===== src/rtl/seg7_pkg.sv =====
// Shared types and helpers for the 7-segment scan display blocks.
package seg7_pkg;

    localparam int NIBBLE_W   = 4;
    // Widest display the blanking helper handles; instantiations stay at or below this.
    localparam int MAX_DIGITS = 16;

    typedef logic [NIBBLE_W-1:0] nibble_t;

    // Leading-zero blank vector: bit k is set when k >= 1 and digits k..n-1 of
    // value are all zero. Digit 0 is never blanked so a zero value still shows "0".
    function automatic logic [MAX_DIGITS-1:0] lz_mask(
        input logic [NIBBLE_W*MAX_DIGITS-1:0] value,
        input int                             n
    );
        logic [MAX_DIGITS-1:0] mask;
        logic                  upper_zero;
        mask       = '0;
        upper_zero = 1'b1;
        for (int k = MAX_DIGITS - 1; k >= 0; k--) begin
            if (k < n) begin
                upper_zero = upper_zero && (value[k*NIBBLE_W +: NIBBLE_W] == '0);
                mask[k]    = (k != 0) && upper_zero;
            end
        end
        return mask;
    endfunction

endpackage


===== src/rtl/seg7_refresh_div.sv =====
// Free-running refresh divider: step pulses once every REFRESH_DIV clocks.
module seg7_refresh_div #(
    parameter int REFRESH_DIV = 50000
) (
    input  logic clk,
    input  logic rst_n,
    output logic step
);
    localparam int CNT_W = $clog2(REFRESH_DIV + 1);

    logic [CNT_W-1:0] div_cnt_q;
    logic [CNT_W-1:0] div_cnt_d;

    assign step = (div_cnt_q == CNT_W'(REFRESH_DIV - 1));

    // Count up to the terminal value, then restart from zero.
    always_comb begin
        div_cnt_d = div_cnt_q + CNT_W'(1);
        if (step) begin
            div_cnt_d = '0;
        end
    end

    // Divider counter register.
    always_ff @(posedge clk or negedge rst_n) begin
        if (!rst_n) begin
            div_cnt_q <= '0;
        end else begin
            div_cnt_q <= div_cnt_d;
        end
    end

endmodule


===== src/rtl/seg7_scan_mux.sv =====
// Multiplexed N-digit 7-segment scan driver. A new value is held in a pending
// buffer and only committed to the displayed value at a frame boundary, so one
// frame never mixes old and new digits.
module seg7_scan_mux
    import seg7_pkg::*;
#(
    parameter int NUM_DIGITS  = 4,
    parameter int REFRESH_DIV = 50000
) (
    input  logic                           clk,
    input  logic                           rst_n,
    input  logic                           in_valid,
    output logic                           in_ready,
    input  logic [NIBBLE_W*NUM_DIGITS-1:0] in_value,
    input  logic                           blank_lz,
    output logic [NIBBLE_W-1:0]            nib_out,
    output logic [NUM_DIGITS-1:0]          dig_en_n,
    output logic                           frame_tick
);
    localparam int              IDX_W    = $clog2(NUM_DIGITS);
    localparam int              VAL_W    = NIBBLE_W * NUM_DIGITS;
    localparam int              EXT_W    = NIBBLE_W * MAX_DIGITS;
    localparam logic [IDX_W-1:0] IDX_LAST = IDX_W'(NUM_DIGITS - 1);

    logic                  step;
    logic                  wrap;
    logic                  accept;
    logic                  commit;
    logic [IDX_W-1:0]      idx_q;
    logic [IDX_W-1:0]      idx_d;
    logic [VAL_W-1:0]      pending_q;
    logic [VAL_W-1:0]      pending_d;
    logic [VAL_W-1:0]      shown_q;
    logic [VAL_W-1:0]      shown_d;
    logic                  pending_full_q;
    logic                  pending_full_d;
    logic                  in_ready_q;
    logic                  refresh_q;
    logic                  frame_tick_q;
    nibble_t               nib_q;
    nibble_t               nib_d;
    nibble_t               nib_sel;
    logic [NUM_DIGITS-1:0] dig_en_n_q;
    logic [NUM_DIGITS-1:0] dig_en_n_d;
    logic [NUM_DIGITS-1:0] dig_sel;
    logic [NUM_DIGITS-1:0] blank_vec;
    logic                  sel_blank;

    seg7_refresh_div #(
        .REFRESH_DIV (REFRESH_DIV)
    ) u_refresh_div (
        .clk   (clk),
        .rst_n (rst_n),
        .step  (step)
    );

    // Scan index advance, input handshake and frame-boundary commit.
    // Commit needs a full buffer and accept needs an empty one, so they never collide;
    // a value accepted on the wrap edge waits for the next wrap.
    always_comb begin
        wrap           = step && (idx_q == IDX_LAST);
        idx_d          = idx_q;
        if (step) begin
            idx_d = wrap ? '0 : idx_q + IDX_W'(1);
        end
        accept         = in_valid && in_ready_q;
        commit         = wrap && pending_full_q;
        pending_d      = pending_q;
        pending_full_d = pending_full_q;
        shown_d        = shown_q;
        if (commit) begin
            shown_d        = pending_q;
            pending_full_d = 1'b0;
        end else if (accept) begin
            pending_d      = in_value;
            pending_full_d = 1'b1;
        end
    end

    // Output selection for the upcoming digit; reloaded on a step and on the edge
    // after a commit so a new value shows up within one clock of the wrap.
    always_comb begin
        blank_vec = NUM_DIGITS'(lz_mask(EXT_W'(shown_q), NUM_DIGITS));
        nib_sel   = '0;
        sel_blank = 1'b0;
        dig_sel   = '1;
        for (int k = 0; k < NUM_DIGITS; k++) begin
            if (idx_d == IDX_W'(k)) begin
                nib_sel    = shown_q[k*NIBBLE_W +: NIBBLE_W];
                sel_blank  = blank_lz && blank_vec[k];
                dig_sel[k] = 1'b0;
            end
        end
        if (sel_blank) begin
            dig_sel = '1;
        end
        nib_d      = nib_q;
        dig_en_n_d = dig_en_n_q;
        if (step || refresh_q) begin
            nib_d      = nib_sel;
            dig_en_n_d = dig_sel;
        end
    end

    // State and registered outputs.
    always_ff @(posedge clk or negedge rst_n) begin
        if (!rst_n) begin
            idx_q          <= '0;
            pending_q      <= '0;
            pending_full_q <= 1'b0;
            shown_q        <= '0;
            in_ready_q     <= 1'b1;
            refresh_q      <= 1'b0;
            frame_tick_q   <= 1'b0;
            nib_q          <= '0;
            dig_en_n_q     <= '1;
        end else begin
            idx_q          <= idx_d;
            pending_q      <= pending_d;
            pending_full_q <= pending_full_d;
            shown_q        <= shown_d;
            in_ready_q     <= ~pending_full_d;
            refresh_q      <= commit;
            frame_tick_q   <= wrap;
            nib_q          <= nib_d;
            dig_en_n_q     <= dig_en_n_d;
        end
    end

    assign in_ready   = in_ready_q;
    assign nib_out    = nib_q;
    assign dig_en_n   = dig_en_n_q;
    assign frame_tick = frame_tick_q;

endmodule


===== config.mk =====
export PLATFORM = sky130hd
export DESIGN_NAME = seg7_scan_mux
export DESIGN_NICKNAME = d
export VERILOG_FILES = /design/src/rtl/seg7_pkg.sv /design/src/rtl/seg7_refresh_div.sv /design/src/rtl/seg7_scan_mux.sv
export SDC_FILE = /design/constraint.sdc
export NUM_CORES = 1
export LEC_CHECK = 0
export ABC_AREA = 1
export CAP_MARGIN = 30
export CORE_UTILIZATION = 61
export DETAILED_ROUTE_END_ITERATION = 10
export GPL_TIMING_DRIVEN = 0
export PLACE_DENSITY_LB_ADDON = 0.08
export SYNTH_ARGS = -nofsm -noshare
export SYNTH_HDL_FRONTEND = slang
export SYNTH_SLANG_ARGS = --single-unit

===== constraint.sdc =====
create_clock -name clk -period 5 [get_ports clk]
set_input_delay 0.75 -clock clk [delete_from_list [all_inputs] [get_ports clk]]
set_output_delay 0.75 -clock clk [all_outputs]
set_load 0.02 [all_outputs]

* After elaboration in Yosys (flattened, before gate mapping)
Cells that the tools add are included.
** Operators by class
- Equality and inequality tests :: 5
- Reduce and logical (&&, ||, !) cells :: 14
- Multiplexer cells :: 17
- $add $sub $neg :: 2
- Bitwise gates (word level) :: 2
** Operators with widths (number)
- $mux 4 :: 5
- $add 16x1->16 const B :: 1
- $eq 16x16->1 const B :: 1
- $mux 16 :: 1
- $logic_not 4->1 :: 3
- $mux 1 :: 9
- $logic_and 1x1->1 :: 8
- $eq 2x2->1 const B :: 3
- $mux 2 :: 2
- $add 2x1->2 const B :: 1
- $eq 2x1->1 const B :: 1
- $logic_not 2->1 :: 1
- $not 1->1 :: 2
- $reduce_and 2->1 :: 1
- $logic_or 1x1->1 :: 1
** Word-level totals
- Output and inout bits :: 10
- Register bits :: 62
- Input port bits :: 20

* Longest topological paths before layout
- Depth after elaboration :: 9
- Gate-level depth with buffers :: 13

* By module
From an unflattened synthesis, not the netlist that was laid out.
** Unflattened totals
- Cell total of the unflattened synthesis :: 361
- Area total of the unflattened synthesis :: 2964.1 sq um
** By module, submodules not included
- seg7_scan_mux :: instances 1, cells each 240, sequential area each 1157.4 sq um, area an instance 2087.0 sq um
- seg7_refresh_div :: instances 1, cells each 121, sequential area each 400.4 sq um, area an instance 877.1 sq um

* Worst setup path before layout
No wires, ideal clock.
- Path type :: flip-flop to flip-flop
- Start point :: register u_refresh_div.div_cnt_q[0]
- End point :: register nib_q[1] (netlist: nib_out[1])
- Data arrival time :: 1483 ps
- Cell stages (with the launch flop) :: 12
- Path slack :: 3401 ps
- Clock period less this slack :: 1599 ps
- Cells stage by stage :: dfrtp_1 > ha_1 > nand3_1 > nor2_2 > nand2_4 > nand2_1 > nand2_2 > buf_6 > nand3_1 > nand3_1 > nand2_1 > nand2_1
** On the way
- Longest elaborated chain between the ends :: 9
- Elaborated cells between the ends (all ways) :: 13
- Those cells by class :: eq/ne (4); mux (6); reduce/logical (3)
** RTL lines
- start: declaration :: line seg7_refresh_div.sv:11 : logic [CNT_W-1:0] div_cnt_q;
- start signal: assignment :: line seg7_refresh_div.sv:29 : div_cnt_q <= div_cnt_d;
- $eq 16x16->1 * :: line seg7_refresh_div.sv:14 : assign step = (div_cnt_q == CNT_W'(REFRESH_DIV - 1));
- $logic_and 1x1->1 :: line seg7_scan_mux.sv:61 : wrap = step && (idx_q == IDX_LAST);
- $mux 2 :: line seg7_scan_mux.sv:64 : idx_d = wrap ? '0 : idx_q + IDX_W'(1);
- $mux 2 :: line seg7_scan_mux.sv:63 : if (step) begin
- $logic_not 2->1 :: line seg7_scan_mux.sv:88 : if (idx_d == IDX_W'(k)) begin
- $mux 4 (4 in series) :: line seg7_scan_mux.sv:88
- end signal: assignment :: line seg7_scan_mux.sv:125 : nib_q <= nib_d;
- end: declaration :: line seg7_scan_mux.sv:40 : nibble_t nib_q;
Every way passes the cells marked *; elsewhere a longest branch is shown, timed or not.
A chain may end at the register's enable or synchronous reset.

* Worst setup path in the final report
- Start point :: register in_ready_q (netlist: in_ready)
- End point :: output port in_ready
** RTL lines
- start: declaration :: line seg7_scan_mux.sv:37 : logic in_ready_q;
- start signal: assignment :: line seg7_scan_mux.sv:122 : in_ready_q <= ~pending_full_d;
- end: declaration :: line seg7_scan_mux.sv:13 : output logic in_ready,
No word-level cell between the ends.

==> summary.md <==
| Metric | Value |
|---|---|
| Final core occ | `75.63%` |
| Largest area contributor in the netlist | `dfrtp_1` |
| Post-synth EDFFs | `0` |
| DR WL/cell | `between 10 and 15 um` |
| Hold_buf cts | `0` |
| Data arrival, critical path | `1.49 ns` |
| Crit end category | `output port` |
| Synth Instances | `340` |
| Sequential share of power | `53.4%` |
| Startpoint Class | `register` |
| Clk sink count | `62` |
| Total GRT Usage | `24.99%` |
| Overall Power | `0.9389 mW` |
| Tcrit/Tclk final | `44.79%` |
| Yosys reg bits | `62` |
| Required @ worst endpoint | `4.25 ns` |
| Postcts setup bufs | `0` |
| Count leader, synth | `nand2_1` |
| Adder-cell share of the synthesized area | `less than 1%` |
| P_leak | `between 1.5 and 2 nW` |
| Setup TNS | `0 ns` |
| Drt pass-1 iters | `4` |
| Post-synth top cells | `nand2_1 (63), dfrtp_1 (57), inv_1 (54)` |
| Gpl congestion | `0.8528` |
| Core Box Area | `approximately 4700 um^2` |
| Ant. Diodes | `0` |
| Compound-Gate Fraction of Synth Area | `10.48%` |
| Critical path peak fanout | `2` |
| Die area | `~5200 um^2` |
| CP Cell Sequence | `clkdlybuf4s50_1` |
| Cell internal pwr | `0.7371 mW` |
| Final Non-Filler Cells | `453` |
| Root Driver | `clkbuf_8` |
| Hold Slack | `0.3620 ns` |
| Cell Pwr Density | `262.8 nW/um^2` |
| Violation count after the first detailed-route iteration | `135` |
| Row cnt | `25` |
| Post-DP Area | `3385 um^2` |
| Predominant post-synthesis flop cell | `dfrtp_1` |
| WP buf/inv | `1` |
| DRC viols | `0` |
| Mapped Area | `roughly 3000 um^2` |
| Crit path max-delay cell type | `clkdlybuf4s50_1` |
| Synth top area share | `47.62%` |
| Area Growth Syn to Fin | `19.26%` |
| Synth Area in Simple Gates | `24.56%` |
| Async SR Flop Fraction | `100.0%` |
| Tmin final | `2.240 ns` |
| Mapped Nets | `362` |
| Global-route wire length before repair | `9804 um` |
| Crit Path Class | `register to output port` |
| Initial antenna violation count | `0` |
| H-tree depth | `3` |
| Initial core utilization | `63.42%` |
| Grt total ovfl | `0` |
| Maxcap violations | `0` |
| Final Hold Vio Count | `0` |
| Worst-Margin Slew | `0.4885 ns` |
| Slew Limit Fails | `0` |
| Sequential area share after synthesis | `52.01%` |
| Share of layout cells above drive strength 1 | `17.36%` |
| Max Fclk | `446.5 MHz` |
| VDD IR max | `0.0001756 V` |
| Switching Power | `a little over 0.2 mW` |
| Mux contribution to synthesized area | `0%` |
| Largest family of logic cells by synthesized area | `simple AND/OR/NAND/NOR gates` |
| Slowest cell delay on critical path | `0.60 ns` |
| RSZ-0062 raised after global routing | `false` |
| Synth warn | `0` |
| XOR/XNOR share of the synthesized area | `between 2 and 2.5%` |
| Post-DP HPWL | `4253 um` |
| Placed Cells incl. Taps | `437` |
| Final WS setup | `2.760 ns` |
| Largest net degree at the start of global routing | `between 40 and 50` |
| Family with the most delay on the worst path | `buffers and inverters` |
| Dominant cells by area after synthesis | `dfrtp_1 (48%), nand2_1 (7.9%), inv_1 (6.8%)` |
| Clock-pin slew on the worst setup and hold paths | `0.07 ns` |
| Distinct cells, synth | `35` |
| Dpl ws | `between 2 and 3 ns` |
| R2r setup slk | `3.11 ns` |
| Total vias in the final route | `2295` |
| I/O Buffers | `29` |
| Num CTS Buffers | `9` |
| I/O pin count | `30` |
| Die W | `72.08 um` |
| Synth Area per Inst | `8.810 um^2` |
| Clock latency on the worst-skew pair | `0.34 ns` |
| Status | `finished, final reports clean` |
| CTS tree | `done` |
| Clk buf depth | `2` |
| Clock power frac | `43.7%` |
| Setup violations, final | `0` |
| Switching part of the total | `between 20% and 30%` |
| Hold Crit Class | `input pin to async pin` |
| Post-route cell area | `roughly 3600 um^2` |
| Avg Vias per Cell | `a little over 5` |
| Post_cts resized | `0` |
| Die Height | `just over 70 um` |
| Clk_skew | `0.006990 ns` |
| Relative slew margins | `just under 70%` |
| DRT antenna net count | `0` |
| Vias in the first global route | `2213` |
| Final wirelength | `5730 um` |
| Final #Nets | `slightly above 400` |
| Combinational share of power | `between 2 and 3%` |
-- layer usage --
layer | GRT usage, % | part of all wire, % | wire length (um)
met1 | 31.13 | 45 | 2604
met2 | 41.23 | 48 | 2770
met3 | 6.250 | 3.2 | 186
met4 | 11.33 | 2.9 | 168
met5 | 0 | 0 | 0
-- kinds of logic (layout without fill, tap and decap cells) --
kind of cell / count (synthesis) / count (layout)
and+or+nand+nor: 153 / 153
buffers and inverters: 67 / 113
DFF: 62 / 62
AOI/OAI and AO/OA: 49 / 49
xor gates and xnor gates: 7 / 7
adders and majority gates: 2 / 2
-- sequential cells by signal, summed over array words and instances, names as in the netlist --
signal,count
dig_en_n,4
frame_tick,1
idx_q,2
in_ready,1
nib_out,4
pending_full_q,1
pending_q,16
refresh_q,1
shown_q,16
u_refresh_div.div_cnt_q,16
-- path summary, 6_finish.rpt --
path / startpoint / cells past startpoint / end
setup / recovery: in_ready / 1 / in_ready
hold / removal: rst_n / 1 / u_refresh_div.div_cnt_q[11]
setup reg to reg: u_refresh_div.div_cnt_q[0] / 10 / u_refresh_div.div_cnt_q[12]
hold reg to reg: u_refresh_div.div_cnt_q[0] / 1 / u_refresh_div.div_cnt_q[0]
max in group asynchronous: rst_n / 2 / in_ready
min in group clk: u_refresh_div.div_cnt_q[0] / 1 / u_refresh_div.div_cnt_q[0]
-- power by group through the flow --
stage | clock network, mW | registers [mW] | logic [mW]
floorplan | 0 | 0.511 | 0.000818
global placement | 0 | 0.511 | 0.0255
detailed placement | 0 | 0.511 | 0.0274
CTS | 0.417 | 0.502 | 0.0274
global route | 0.439 | 0.501 | 0.0297
finish | 0.411 | 0.502 | 0.0266
-- layout by cell type, fill, tap and decap left out, types with 3 or more instances in the layout --
master	n
a21oi_1	6
a21oi_2	14
buf_2	5
buf_6	4
clkbuf_1	3
clkbuf_8	12
clkdlybuf4s50_1	28
dfrtp_1	57
dfstp_2	5
inv_1	54
nand2_1	63
nand2_2	4
nand3_1	16
nand4_1	7
nor2_1	37
nor2_2	6
nor2_4	4
nor3_1	5
nor4_1	3
o21ai_0	23
xor2_1	5
-- area by class of cell --
type                            count  area [um^2]
Clock buffer                       14        172.7
Buffer                             11        91.34
Fill cell                         344         1151
Clock inverter                      2        15.01
Timing Repair Buffer               30        305.3
Sequential cell                    62         1558
Tap cell                           67        83.83
Multi-Input combinational cell    211         1136
Inverter                           56        210.2
Note: power is estimated with default switching activity, not from simulation.
